===== src/rtl/mem_access_ctrl.sv =====
// -----------------------------------------------------------------------------
// mem_access_ctrl
//   Sequences the single shared memory port of the multicycle datapath.
//   It arbitrates between instruction fetch, data load/store and
//   exception-vector read. It then holds the address-mux select for the memory
//   latency and pulses a done for the requester that owns the access.
//   All outputs are registered.
//
// Parameters
//   MEM_LAT       memory cycles from address valid to read data valid (1..15)
//   FETCH_STARVE  max consecutive data grants while fetch_req is pending (1..15)
//
// Ports
//   clk         in   rising-edge clock
//   reset_n     in   synchronous reset, active low
//   fetch_req   in   fetch request (address = PC)
//   data_req    in   load/store request
//   data_we     in   1 = store, 0 = load; sampled at grant
//   data_src    in   data address source, sampled at grant:
//                    00 ALUOut, 01 Reg_A, 10 Reg_B, 11 RES
//   exc_req     in   exception-vector read (address = Excpt)
//   iord_sel    out  address mux select:
//                    000 PC, 001 RES, 010 ALUOut, 011 Excpt, 100 Reg_A, 101 Reg_B
//   mem_wr      out  memory write strobe, first ACCESS cycle of a store only
//   busy        out  high in ACCESS and DONE
//   fetch_done  out  one-cycle pulse, fetch access complete
//   data_done   out  one-cycle pulse, data access complete
//   exc_done    out  one-cycle pulse, exception read complete
// -----------------------------------------------------------------------------
module mem_access_ctrl #(
  parameter int MEM_LAT      = 2,
  parameter int FETCH_STARVE = 4
) (
  input  logic       clk,
  input  logic       reset_n,
  input  logic       fetch_req,
  input  logic       data_req,
  input  logic       data_we,
  input  logic [1:0] data_src,
  input  logic       exc_req,
  output logic [2:0] iord_sel,
  output logic       mem_wr,
  output logic       busy,
  output logic       fetch_done,
  output logic       data_done,
  output logic       exc_done
);

  typedef enum logic [1:0] {S_IDLE, S_ACCESS, S_DONE} state_e;
  typedef enum logic [1:0] {OWN_FETCH, OWN_DATA, OWN_EXC} owner_e;

  localparam logic [2:0] SEL_PC    = 3'b000;
  localparam logic [2:0] SEL_RES   = 3'b001;
  localparam logic [2:0] SEL_ALU   = 3'b010;
  localparam logic [2:0] SEL_EXC   = 3'b011;
  localparam logic [2:0] SEL_REG_A = 3'b100;
  localparam logic [2:0] SEL_REG_B = 3'b101;

  localparam logic [3:0] LAT_INIT   = 4'(MEM_LAT - 1);
  localparam logic [3:0] STARVE_MAX = 4'(FETCH_STARVE);

  function automatic logic [2:0] src_to_sel(input logic [1:0] src);
    case (src)
      2'b00:   return SEL_ALU;
      2'b01:   return SEL_REG_A;
      2'b10:   return SEL_REG_B;
      default: return SEL_RES;
    endcase
  endfunction

  state_e     state_q, state_d;
  owner_e     owner_q, owner_d;
  logic [3:0] lat_cnt_q, lat_cnt_d;
  logic [3:0] starve_cnt_q, starve_cnt_d;
  logic [2:0] iord_sel_q, iord_sel_d;
  logic       mem_wr_q, mem_wr_d;
  logic       busy_q, busy_d;
  logic       fetch_done_q, fetch_done_d;
  logic       data_done_q, data_done_d;
  logic       exc_done_q, exc_done_d;

  // Fetch overrides data once data has won FETCH_STARVE times in a row
  // while fetch was waiting.
  logic fetch_forced;
  assign fetch_forced = fetch_req && (starve_cnt_q == STARVE_MAX);

  // Every _d computed here is the registered output value for the NEXT cycle.
  // data_we and data_src are captured at grant as mem_wr_q and iord_sel_q, so
  // later changes on those inputs have no effect on the running access.
  always_comb begin
    // NOTE: every signal gets a default before the case so no path can leave
    // one unassigned and infer a latch.
    state_d      = state_q;
    owner_d      = owner_q;
    lat_cnt_d    = lat_cnt_q;
    starve_cnt_d = starve_cnt_q;
    iord_sel_d   = iord_sel_q;
    mem_wr_d     = 1'b0;
    busy_d       = busy_q;
    fetch_done_d = 1'b0;
    data_done_d  = 1'b0;
    exc_done_d   = 1'b0;

    case (state_q)
      S_IDLE: begin
        iord_sel_d = SEL_PC;
        busy_d     = 1'b0;
        if (exc_req || data_req || fetch_req) begin
          state_d   = S_ACCESS;
          busy_d    = 1'b1;
          lat_cnt_d = LAT_INIT;
          if (exc_req) begin
            owner_d    = OWN_EXC;
            iord_sel_d = SEL_EXC;
          end else if (data_req && !fetch_forced) begin
            owner_d    = OWN_DATA;
            iord_sel_d = src_to_sel(data_src);
            mem_wr_d   = data_we;
            if (fetch_req && (starve_cnt_q < STARVE_MAX)) begin
              starve_cnt_d = starve_cnt_q + 4'd1;
            end
          end else begin
            // Only fetch can be left here: no exc, and data either absent or
            // overridden by a starving fetch.
            owner_d      = OWN_FETCH;
            iord_sel_d   = SEL_PC;
            starve_cnt_d = 4'd0;
          end
        end
      end

      S_ACCESS: begin
        if (lat_cnt_q == 4'd0) begin
          state_d      = S_DONE;
          fetch_done_d = (owner_q == OWN_FETCH);
          data_done_d  = (owner_q == OWN_DATA);
          exc_done_d   = (owner_q == OWN_EXC);
        end else begin
          lat_cnt_d = lat_cnt_q - 4'd1;
        end
      end

      S_DONE: begin
        state_d    = S_IDLE;
        busy_d     = 1'b0;
        iord_sel_d = SEL_PC;
      end

      default: begin
        state_d    = S_IDLE;
        busy_d     = 1'b0;
        iord_sel_d = SEL_PC;
      end
    endcase
  end

  // NOTE: sequential state uses non-blocking assignments so all registers
  // update together from the values sampled at the same edge.
  always_ff @(posedge clk) begin
    if (!reset_n) begin
      state_q      <= S_IDLE;
      owner_q      <= OWN_FETCH;
      lat_cnt_q    <= 4'd0;
      starve_cnt_q <= 4'd0;
      iord_sel_q   <= SEL_PC;
      mem_wr_q     <= 1'b0;
      busy_q       <= 1'b0;
      fetch_done_q <= 1'b0;
      data_done_q  <= 1'b0;
      exc_done_q   <= 1'b0;
    end else begin
      state_q      <= state_d;
      owner_q      <= owner_d;
      lat_cnt_q    <= lat_cnt_d;
      starve_cnt_q <= starve_cnt_d;
      iord_sel_q   <= iord_sel_d;
      mem_wr_q     <= mem_wr_d;
      busy_q       <= busy_d;
      fetch_done_q <= fetch_done_d;
      data_done_q  <= data_done_d;
      exc_done_q   <= exc_done_d;
    end
  end

  assign iord_sel   = iord_sel_q;
  assign mem_wr     = mem_wr_q;
  assign busy       = busy_q;
  assign fetch_done = fetch_done_q;
  assign data_done  = data_done_q;
  assign exc_done   = exc_done_q;

endmodule


===== config.mk =====
export PLATFORM = sky130hd
export DESIGN_NAME = mem_access_ctrl
export DESIGN_NICKNAME = d
export VERILOG_FILES = /design/src/rtl/mem_access_ctrl.sv
export SDC_FILE = /design/constraint.sdc
export NUM_CORES = 1
export LEC_CHECK = 0
export CAP_MARGIN = 10
export CORE_AREA = 2 2 52 54
export DETAILED_ROUTE_END_ITERATION = 6
export DIE_AREA = 0 0 54 56
export SLEW_MARGIN = 20
export SYNTH_ARGS = -nofsm -noshare
export SYNTH_HDL_FRONTEND = slang
export SYNTH_SLANG_ARGS = --single-unit

===== constraint.sdc =====
create_clock -name clk -period 1.3 [get_ports clk]
set_input_delay 0.26 -clock clk [delete_from_list [all_inputs] [get_ports clk]]
set_output_delay 0.26 -clock clk [all_outputs]
set_load 0.03 [all_outputs]

**Word level (Yosys, flattened, before mapping)**

Cells that the tools add are included.

- Bits in registers: 20
- Output and inout port bits: 8

- Add/sub/neg operators: 2
- $lt $le $gt $ge: 1
- Equality and inequality tests: 10
- Muxes and demuxes: 17
- Bitwise logic cells: 5
- Reduce and logical (&&, ||, !) cells: 17

Operators with widths:

| cell | count |
|---|---|
| $mux 4 | 4 |
| $mux 3 | 3 |
| $pmux 3 s3 | 1 |
| $pmux 4 s2 | 1 |
| $eq 2x1->1 const B | 3 |
| $logic_not 2->1 | 3 |
| $mux 2 | 3 |
| $ne 2x2->1 const B | 3 |
| $pmux 3 s2 | 1 |
| $reduce_and 3->1 | 2 |
| $not 1->1 | 5 |
| $reduce_or 5->1 | 1 |
| $add 4x1->4 const B | 1 |
| $eq 2x2->1 const B | 2 |
| $eq 4x3->1 const B | 1 |
| $logic_not 4->1 | 1 |
| $lt 4x3->1 const B | 1 |
| $pmux 2 s2 | 1 |
| $reduce_and 2->1 | 2 |
| $reduce_and 4->1 | 1 |
| $sub 4x1->4 const B | 1 |
| $logic_and 1x1->1 | 3 |
| $logic_or 1x1->1 | 2 |
| $mux 1 | 2 |
| 4 further kinds | 4 |

**Longest topological paths before layout**

Gate-level depths: netlist (run 1).

- Depth in word-level cells: 8
- Depth in mapped cells: 6
- Mapped depth without buffers: 6

**Least setup slack after synthesis (run 1)**

Ideal clock, no wire load.

- Kind: register -> register
- From: register lat_cnt_q[0]
- To: register data_done_q, in the netlist data_done
- Library setup time: 0.073 ns
- Data arrival time: 1.281 ns
- Required time: 1.227 ns
- Setup slack: -0.054 ns
- Stages on the path, launching flop included: 6
- Path buffers: 0
- Cells stage by stage: dfxtp_1 -> inv_1 -> ha_1 -> nand2b_1 -> or4_4 -> nor3b_2

- Word-level cells in the longest chain between the ends: 2

RTL lines:

| item | RTL line | text |
|---|---|---|
| start: declaration | 73 | `logic [3:0] lat_cnt_q, lat_cnt_d;` |
| start signal: assignment | 174 | `lat_cnt_q <= lat_cnt_d;` |
| $logic_not 4->1 | 133 | `if (lat_cnt_q == 4'd0) begin` |
| $reduce_and 3->1 (no line) | n/a |  |
| end signal: assignment | 180 | `data_done_q <= data_done_d;` |
| end: declaration | 79 | `logic data_done_q, data_done_d;` |

No other way between the ends.
A chain may end at the register's enable or synchronous reset.

**Worst setup path in the final report (run 1)**

- From: register lat_cnt_q[1]
- To: register exc_done_q, in the netlist exc_done

- Word-level cells in the longest chain between the ends: 2

RTL lines:

| item | RTL line | text |
|---|---|---|
| $logic_not 4->1 | 133 |  |
| $reduce_and 3->1 (no line) | n/a |  |
| end signal: assignment | 181 | `exc_done_q <= exc_done_d;` |
| end: declaration | 80 | `logic exc_done_q, exc_done_d;` |

No other way between the ends.

==> out/qor.yml, run 1 <==
hp-class: "reg -> reg"
min_to: "starve_cnt_q[3]"
holdPathStages: 1
setup_viol: 6
cts_hold_buf: 0
vias: 849
reg2reg_to: "exc_done"
grt_pass1_wl_mm: 3.44
wl_per_cell_um: 12.4
fin_skew_ns: 0.00505
synth.area.top_cells: "dfxtp_1 43%, ha_1 9.5%, nand2_1 4.1%"
start_kind: "flop"
drcViolationCount: 0
clock_latency_ns: 0.32
synth_edf_count: 0
r2r-start: "lat_cnt_q[1]"
r2r_setup_slack_ns: -0.05
grt_pass1_vias: 807
seq_area_frac_synth_pct: 43.4
syn_inst: 99
vias_per_cell: 4.94
clockBufferDepth: 2
root_buffer: "clkbuf_4"
powerDensity_nw_per_um2: 1170
async_flop_share_pct: 0
hold_viol: 0
ant_nets: 0
vdd_drop_max_uv: 918
worstSetupPathType: "reg -> reg"
p_leak_nw: 0.623
drt-total-wl_mm: 2.13
gp_congestion: 0.696
drv_slew: 0
cts_sinks: 20
htreeDepth: 1
required_ns: 1.56
violations: "setup timing"
synth_cell_types: 36
grt_max_degree: 17
drt_iter0_drc: 8
max_slew_margin_pct: 76.1
critPathMaxFanout: 4
status: "complete, but fails checks"
antenna_cells: 0
period_minus_slack_ns: 1.35
die_w_um: 54
synth_top_area_share_pct: 43.4
dr.pass1.iters: 4
fin_ws_ns: -0.0533
grt_usage_pct: 15.3
hpwl_mm: 1.57
drive_above_1_share_pct: 43.0
place_inst: 164
die-area_um2: 3020
stdcell_count: 172
power.total_mw: 1.68
cts_tree: "yes"
areaGrowthSynthToFinish_pct: 55.5
worst_setup_path_end_kind: "flop"
placement.io_buffers: 15
ys_ff_latch: 20
start_util_pct: 37.9
rsz0062_at_grt: "true"
startpoint: "lat_cnt_q[1]"
worstRegToRegCells: 5
yosys.area.top_type: "dfxtp_1"
yosysWarnings: 0
rows: 18
die_y_um: 56
synth_fp_nets: 114
ios: 16
cts_buffers: 3
antenna_found_initial: 0
synth_flop_cell: "dfxtp_1"
synthTopCellsByCount: "20 x dfxtp_1, 10 x nand2_1, 8 x inv_1"
clk_pin_slew_ns: 0.12
syn_avg_cell_area_um2: 9.31
syn_area_um2: 922
min_from: "starve_cnt_q[3]"
grt-ovfl-total: 0
arrival_ns: 1.61
core_area_um2: 2430
yosysMostFrequentCell: "dfxtp_1"
max_freq_ghz: 0.739
nets: 158
period_share_pct: 104
cap_viol_max_count: 0
worst_pin_slew_ns: 0.354
-- worst max-delay path: stages (launching register included) --
cell	delay [ns]
dfxtp_2	0.35
inv_2	0.07
ha_4	0.14
nand2b_4	0.06
or4_4	0.52
nor3b_2	0.16
-- worst max path at each step --
stage / endpoint / slack (ns) / depth (start not counted)
floorplan: data_done / -0.01 / 5
global placement: starve_cnt_q[2] / -0.41 / 4
detailed placement: starve_cnt_q[2] / -0.44 / 4
CTS: exc_done / -0.06 / 5
global route: data_done / -0.11 / 5
finish: exc_done / -0.05 / 5
-- metal layers --
layer / global-route usage, % / part of all wire, %
met2: 24.0 / 48
met1: 19.7 / 46
met5: 0 / 0
met3: 1.88 / 3.1
met4: 8.57 / 3.1
-- cell usage in the layout (no fill, tap or decap), types with 3 or more instances in the layout --
cell             Yosys  final
buf_4                0     25
clkbuf_4             0      3
clkdlybuf4s15_1      0      3
clkdlybuf4s50_1      0      4
dfxtp_1             20     14
dfxtp_2              0      4
dlygate4sd2_1        0      4
ha_1                 7      5
inv_1                8      4
inv_2                1      5
nand2_1             10     10
nor2_1               6      5
nor2b_1              3      3
nor3_1               3      3
o21ai_0              4      4
-- power breakdown --
| part | leakage, nW | internal [mW] | total [mW] | switching, mW |
|---|---|---|---|---|
| logic | 0.428 | 0.231 | 0.454 | 0.223 |
| clock network | 0.0279 | 0.312 | 0.524 | 0.212 |
| registers | 0.166 | 0.661 | 0.698 | 0.0369 |
| total | 0.623 | 1.20 | 1.68 | 0.472 |
-- flip-flops by register name (all words and copies together) (netlist names) --
signal,flops
owner_q,2
data_done,1
exc_done,1
mem_wr,1
state_q,2
lat_cnt_q,4
busy,1
fetch_done,1
starve_cnt_q,4
iord_sel,3
-- through the flow --
stage               setup slack, ns  hold WS (ns)  utilization (%)  setup TNS [ns]  area, um^2
finish                      -0.0533         0.464             59.0          -0.186        1430
global route                 -0.107         0.489             59.0          -0.550        1430
CTS                         -0.0647         0.466             56.9          -0.209        1380
detailed placement           -0.441         0.453             52.9           -5.41        1290
global placement             -0.411         0.451             52.9           -4.72        1290
floorplan                   -0.0137         0.398                -         -0.0275         945
-- final cells by class --
class	instances	area [um^2]
fillers	230	998
multi-input cells	69	572
flip-flops and latches	20	413
repair buffers	40	325
well taps	30	37.5
inverters	9	33.8
clock inverters	1	30.0
clock buffers	3	22.5
-- kinds of logic (layout without fill, tap and decap cells) --
| kind of cell | after synthesis | in the layout | share of synthesized area (%) |
|---|---|---|---|
| AND/OR/NAND/NOR | 40 | 40 | 25.8 |
| adder cells (fa/ha/maj) | 7 | 7 | 9.50 |
| buffers and inverters | 10 | 53 | 4.07 |
| flip-flops | 20 | 20 | 43.4 |
| AO/OA/AOI/OAI | 20 | 20 | 15.2 |
| multiplexers | 1 | 1 | 1.09 |
| XOR/XNOR | 1 | 1 | 0.950 |
-- timing repair --
action,in CTS,in global routing
setup endpoints to repair,18,15
resized for setup,28,14
pin swaps,7,4
setup buffers,2,2
(Power assumes the default switching activity.)
==> inputs of run 2 (changes only) <==
CORE_AREA = 2 2 49 51   (was 2 2 52 54)
DIE_AREA = 0 0 51 53   (was 0 0 54 56)
PLACE_DENSITY = 0.69   (was default)
==> out/qor.yml, run 2 (synthesized netlist as in run 1, its figures left out) <==
status: "complete, but fails checks"  # unchanged
violations: "setup timing"  # unchanged
fin_setup_tns_ns: -0.203  # was -0.186 ns
arrival_ns: 1.62  # was 1.61 ns
grt_max_degree: 17  # unchanged
hpwl_mm: 1.52  # was 1.57 mm
rows: 17  # was 18
drt-total-wl_mm: 2.18  # was 2.13 mm
ios: 16  # unchanged
antenna_found_initial: 0  # unchanged
period_share_pct: 106  # was 104%
cts_buffers: 3  # unchanged
start_kind: "flop"  # unchanged
hold_viol: 0  # unchanged
powerDensity_nw_per_um2: 1170  # about the same
dr.pass1.iters: 4  # unchanged
vias_per_cell: 5.10  # was 4.94
fin_skew_ns: 0.00531  # was 0.00505 ns
p_leak_nw: 0.630  # was 0.623 nW
clock_latency_ns: 0.31  # was 0.32 ns
period_minus_slack_ns: 1.37  # was 1.35 ns
clk_pin_slew_ns: 0.12  # about the same
start_util_pct: 42.9  # was 37.9%
layout_commonest_cell: "buf_4"  # unchanged
drcViolationCount: 0  # unchanged
setup_viol: 4  # was 6
core_area_um2: 2150  # was 2430 um^2
rsz0062_at_grt: "true"  # unchanged
die_y_um: 53  # was 56 um
max_freq_ghz: 0.728  # was 0.739 GHz
fin_ws_ns: -0.0731  # was -0.0533 ns
gp_congestion: 0.860  # was 0.696
worst_pin_slew_ns: 0.328  # was 0.354 ns
cts_tree: "yes"  # unchanged
max_slew_margin_pct: 77.9  # was 76.1%
nets: 157  # was 158
required_ns: 1.54  # was 1.56 ns
cts_sinks: 20  # unchanged
grt_pass1_wl_mm: 3.44  # unchanged
grt_usage_pct: 17.2  # was 15.3%
clockBufferDepth: 2  # unchanged
antenna_cells: 0  # unchanged
drv_slew: 0  # unchanged
cap_viol_max_count: 0  # unchanged
vias: 862  # was 849
layout_common_cells: "23 x buf_4, 14 x dfxtp_1, 10 x nand2_1"  # was 25 x buf_4, 14 x dfxtp_1, 10 x nand2_1
hp-class: "in -> reg"  # was reg -> reg
root_buffer: "clkbuf_4"  # unchanged
worstSetupPathType: "reg -> reg"  # unchanged
vdd_drop_max_uv: 673  # was 918 uV
drt_iter0_drc: 10  # was 8
die-area_um2: 2700  # was 3020 um^2
worst_setup_path_end_kind: "flop"  # unchanged
wl_per_cell_um: 12.9  # was 12.4 um
utilization_pct: 66.3  # was 59.0%
areaGrowthSynthToFinish_pct: 54.4  # was 55.5%
critPathMaxFanout: 4  # unchanged
grt-ovfl-total: 0  # unchanged
htreeDepth: 1  # unchanged
die_w_um: 51  # was 54 um
grt_pass1_vias: 834  # was 807
placement.io_buffers: 15  # unchanged
ant_nets: 0  # unchanged
drive_above_1_share_pct: 44.0  # was 43.0%
cts_hold_buf: 0  # unchanged
## run 2: cell count changes in the layout (fill, tap and decap cells not counted), moves of 2 or more
cell / delta
buf_4: -2
clkbuf_2: +3
dlygate4sd2_1: -2
clkdlybuf4s15_2: -2
## run 2: path summary, 6_finish.rpt
kind / from / endpoint / slack [ns] / cells past startpoint
min reg2reg: iord_sel[2] / iord_sel[2] / 0.46 / 2
min: exc_req / mem_wr / 0.39 / 4
max reg2reg: lat_cnt_q[1] / data_done / -0.07 / 5
max: lat_cnt_q[1] / data_done / -0.07 / 5
## run 2: layout make-up
| class | instances | area, um^2 |
|---|---|---|
| inverter | 9 | 33.8 |
| clock inverter | 1 | 30.0 |
| clock buffer | 3 | 22.5 |
| timing repair buffer | 39 | 309 |
| tap | 28 | 35.0 |
| fill | 174 | 724 |
| sequential | 20 | 413 |
| multi-input combinational | 69 | 581 |
## run 2: critical path, cell delays in order, from the launching register on
cell and delay [ns]:
dfxtp_2 0.34, inv_2 0.07, ha_4 0.14, nand2b_4 0.06
or4_4 0.53, nor3b_2 0.17
## run 2: per-layer routing
layer	track usage [%]	routed length, um
met5	0	0
met4	11.7	37
met3	3.11	94
met2	28.8	1100
met1	20.0	941
## run 2: what timing repair did
action | in CTS | in global routing
buffers inserted | 1 | 1
gates resized for setup | 26 | 22
pin swaps | 7 | 7
setup endpoints to repair | 17 | 23
## run 2: where the power goes
part,switching (mW),total [mW],internal [mW]
clock,0.203,0.515,0.312
sequential,0.0391,0.700,0.661
combinational,0.226,0.453,0.227
total,0.468,1.67,1.20
## run 2: through the flow
stage / instances / total power, mW / setup WS [ns] / hold WS, ns / cell area (um^2)
2_1_floorplan: 99 / 0.921 / -0.0137 / 0.398 / 945
3_3_place_gp: 163 / 1.12 / -0.370 / 0.442 / 1290
3_5_place_dp: 163 / 1.13 / -0.417 / 0.449 / 1290
4_1_cts: 168 / 1.65 / -0.0749 / 0.463 / 1390
5_1_grt: 169 / 1.76 / -0.119 / 0.388 / 1420
6_report: 169 / 1.67 / -0.0731 / 0.388 / 1420
==> inputs of run 3 (changes only) <==
CTS_CLUSTER_DIAMETER = 200   (was default)
RECOVER_POWER = 25   (was default)
==> out/qor.yml, run 3 (synthesized netlist as in run 1, its figures left out) <==
reg2reg_to: "data_done"  # unchanged
drive_above_1_share_pct: 43.3  # was 44.0%
fin_area_um2: 1420  # about the same
max_freq_ghz: 0.728  # about the same
setup_viol: 4  # unchanged
cts_buffers: 3  # unchanged
grt_pass1_wl_mm: 3.44  # unchanged
htreeDepth: 1  # unchanged
max_slew_margin_pct: 76.2  # was 77.9%
worst_pin_slew_ns: 0.359  # was 0.328 ns
start_kind: "flop"  # unchanged
vdd_drop_max_uv: 673  # about the same
drcViolationCount: 0  # unchanged
antenna_found_initial: 0  # unchanged
clock_latency_ns: 0.31  # about the same
cts_sinks: 20  # unchanged
rsz0062_at_grt: "true"  # unchanged
hold_viol: 0  # unchanged
nets: 157  # unchanged
period_share_pct: 106  # about the same
worst_setup_path_end_kind: "flop"  # unchanged
r2r_setup_slack_ns: -0.07  # about the same
layout_commonest_cell: "buf_4"  # unchanged
cap_viol_max_count: 0  # unchanged
hpwl_mm: 1.52  # unchanged
drt_iter0_drc: 10  # unchanged
clockBufferDepth: 2  # unchanged
arrival_ns: 1.62  # about the same
placement.io_buffers: 15  # unchanged
fin_ws_ns: -0.0731  # about the same
ant_nets: 0  # unchanged
status: "complete, but fails checks"  # unchanged
fin_skew_ns: 0.00526  # was 0.00531 ns
gp_congestion: 0.860  # unchanged
antenna_cells: 0  # unchanged
ios: 16  # unchanged
drt-total-wl_mm: 2.18  # about the same
layout_common_cells: "23 x buf_4, 14 x dfxtp_1, 10 x nand2_1"  # unchanged
place_area_um2: 1290  # unchanged
required_ns: 1.54  # about the same
root_buffer: "clkbuf_4"  # unchanged
r2r-start: "lat_cnt_q[1]"  # unchanged
min_to: "mem_wr"  # unchanged
grt_max_degree: 17  # unchanged
vias: 861  # was 862
worstRegToRegCells: 5  # unchanged
dr.pass1.iters: 4  # unchanged
wl_per_cell_um: 12.9  # about the same
powerDensity_nw_per_um2: 1170  # about the same
grt_pass1_vias: 834  # unchanged
p_leak_nw: 0.627  # was 0.630 nW
cts_tree: "yes"  # unchanged
clk_pin_slew_ns: 0.12  # about the same
drv_slew: 0  # unchanged
holdPathStages: 4  # unchanged
vias_per_cell: 5.09  # was 5.10
die_w_um: 51  # unchanged
period_minus_slack_ns: 1.37  # about the same
rows: 17  # unchanged
die-area_um2: 2700  # unchanged
min_from: "exc_req"  # unchanged
violations: "setup timing"  # unchanged
utilization_pct: 66.2  # was 66.3%
die_y_um: 53  # unchanged
critPathMaxFanout: 4  # unchanged
hp-class: "in -> reg"  # unchanged
start_util_pct: 42.9  # unchanged
core_area_um2: 2150  # unchanged
grt_usage_pct: 17.2  # unchanged
fin_setup_tns_ns: -0.203  # about the same
worstSetupPathType: "reg -> reg"  # unchanged
areaGrowthSynthToFinish_pct: 54.3  # was 54.4%
grt-ovfl-total: 0  # unchanged
## run 3: cell counts in the layout (fill, tap and decap cells not counted)
No cell type changed its count.
## run 3: cell type report
class                           count  area (um^2)
Timing Repair Buffer               39          308
Clock inverter                      1         30.0
Inverter                            9         33.8
Multi-Input combinational cell     69          581
Sequential cell                    20          413
Tap cell                           28         35.0
Clock buffer                        3         22.5
Fill cell                         175          726
## run 3: worst max-delay path by stage
stage / endpoint / start / cells after the start / slack [ns]
2_1_floorplan: data_done / lat_cnt_q[0] / 5 / -0.01
3_3_place_gp: starve_cnt_q[2] / exc_req / 4 / -0.37
3_5_place_dp: starve_cnt_q[1] / exc_req / 5 / -0.42
4_1_cts: data_done / lat_cnt_q[1] / 5 / -0.07
5_1_grt: data_done / lat_cnt_q[1] / 5 / -0.12
6_report: data_done / lat_cnt_q[1] / 5 / -0.07
## run 3: routing by layer
metal / vias up / share of wire (%) / GRT usage [%]
met3: 4 / 4.3 / 3.11
met5: - / 0 / 0
met1: 402 / 43 / 20.0
met2: 21 / 51 / 28.8
met4: 0 / 1.7 / 11.7
li1: 434 / - / -
## run 3: stage by stage
| step | total power [mW] | worst slack (ns) | hold slack (ns) | std cells |
|---|---|---|---|---|
| 5_1_grt | 1.76 | -0.119 | 0.388 | 169 |
| 2_1_floorplan | 0.921 | -0.0137 | 0.398 | 99 |
| 6_report | 1.67 | -0.0731 | 0.388 | 169 |
| 3_3_place_gp | 1.12 | -0.370 | 0.442 | 163 |
| 4_1_cts | 1.65 | -0.0749 | 0.463 | 168 |
| 3_5_place_dp | 1.13 | -0.417 | 0.449 | 163 |
## run 3: worst max-delay path, cell delays in order (launching register included)
cell      delay [ns]
dfxtp_2         0.34
inv_2           0.07
ha_4            0.14
nand2b_4        0.06
or4_4           0.53
nor3b_2         0.17
## run 3: report_power, final
group	internal (mW)	switching [mW]
Clock	0.312	0.203
Sequential	0.661	0.0391
Combinational	0.227	0.226
## run 3: what timing repair did
item                                    in CTS  in global routing
gates resized for setup                     26                 22
endpoints found under the setup margin      17                 23
buffers inserted                             1                  1
hold buffers                                 0                  0
pin swaps                                    7                  7
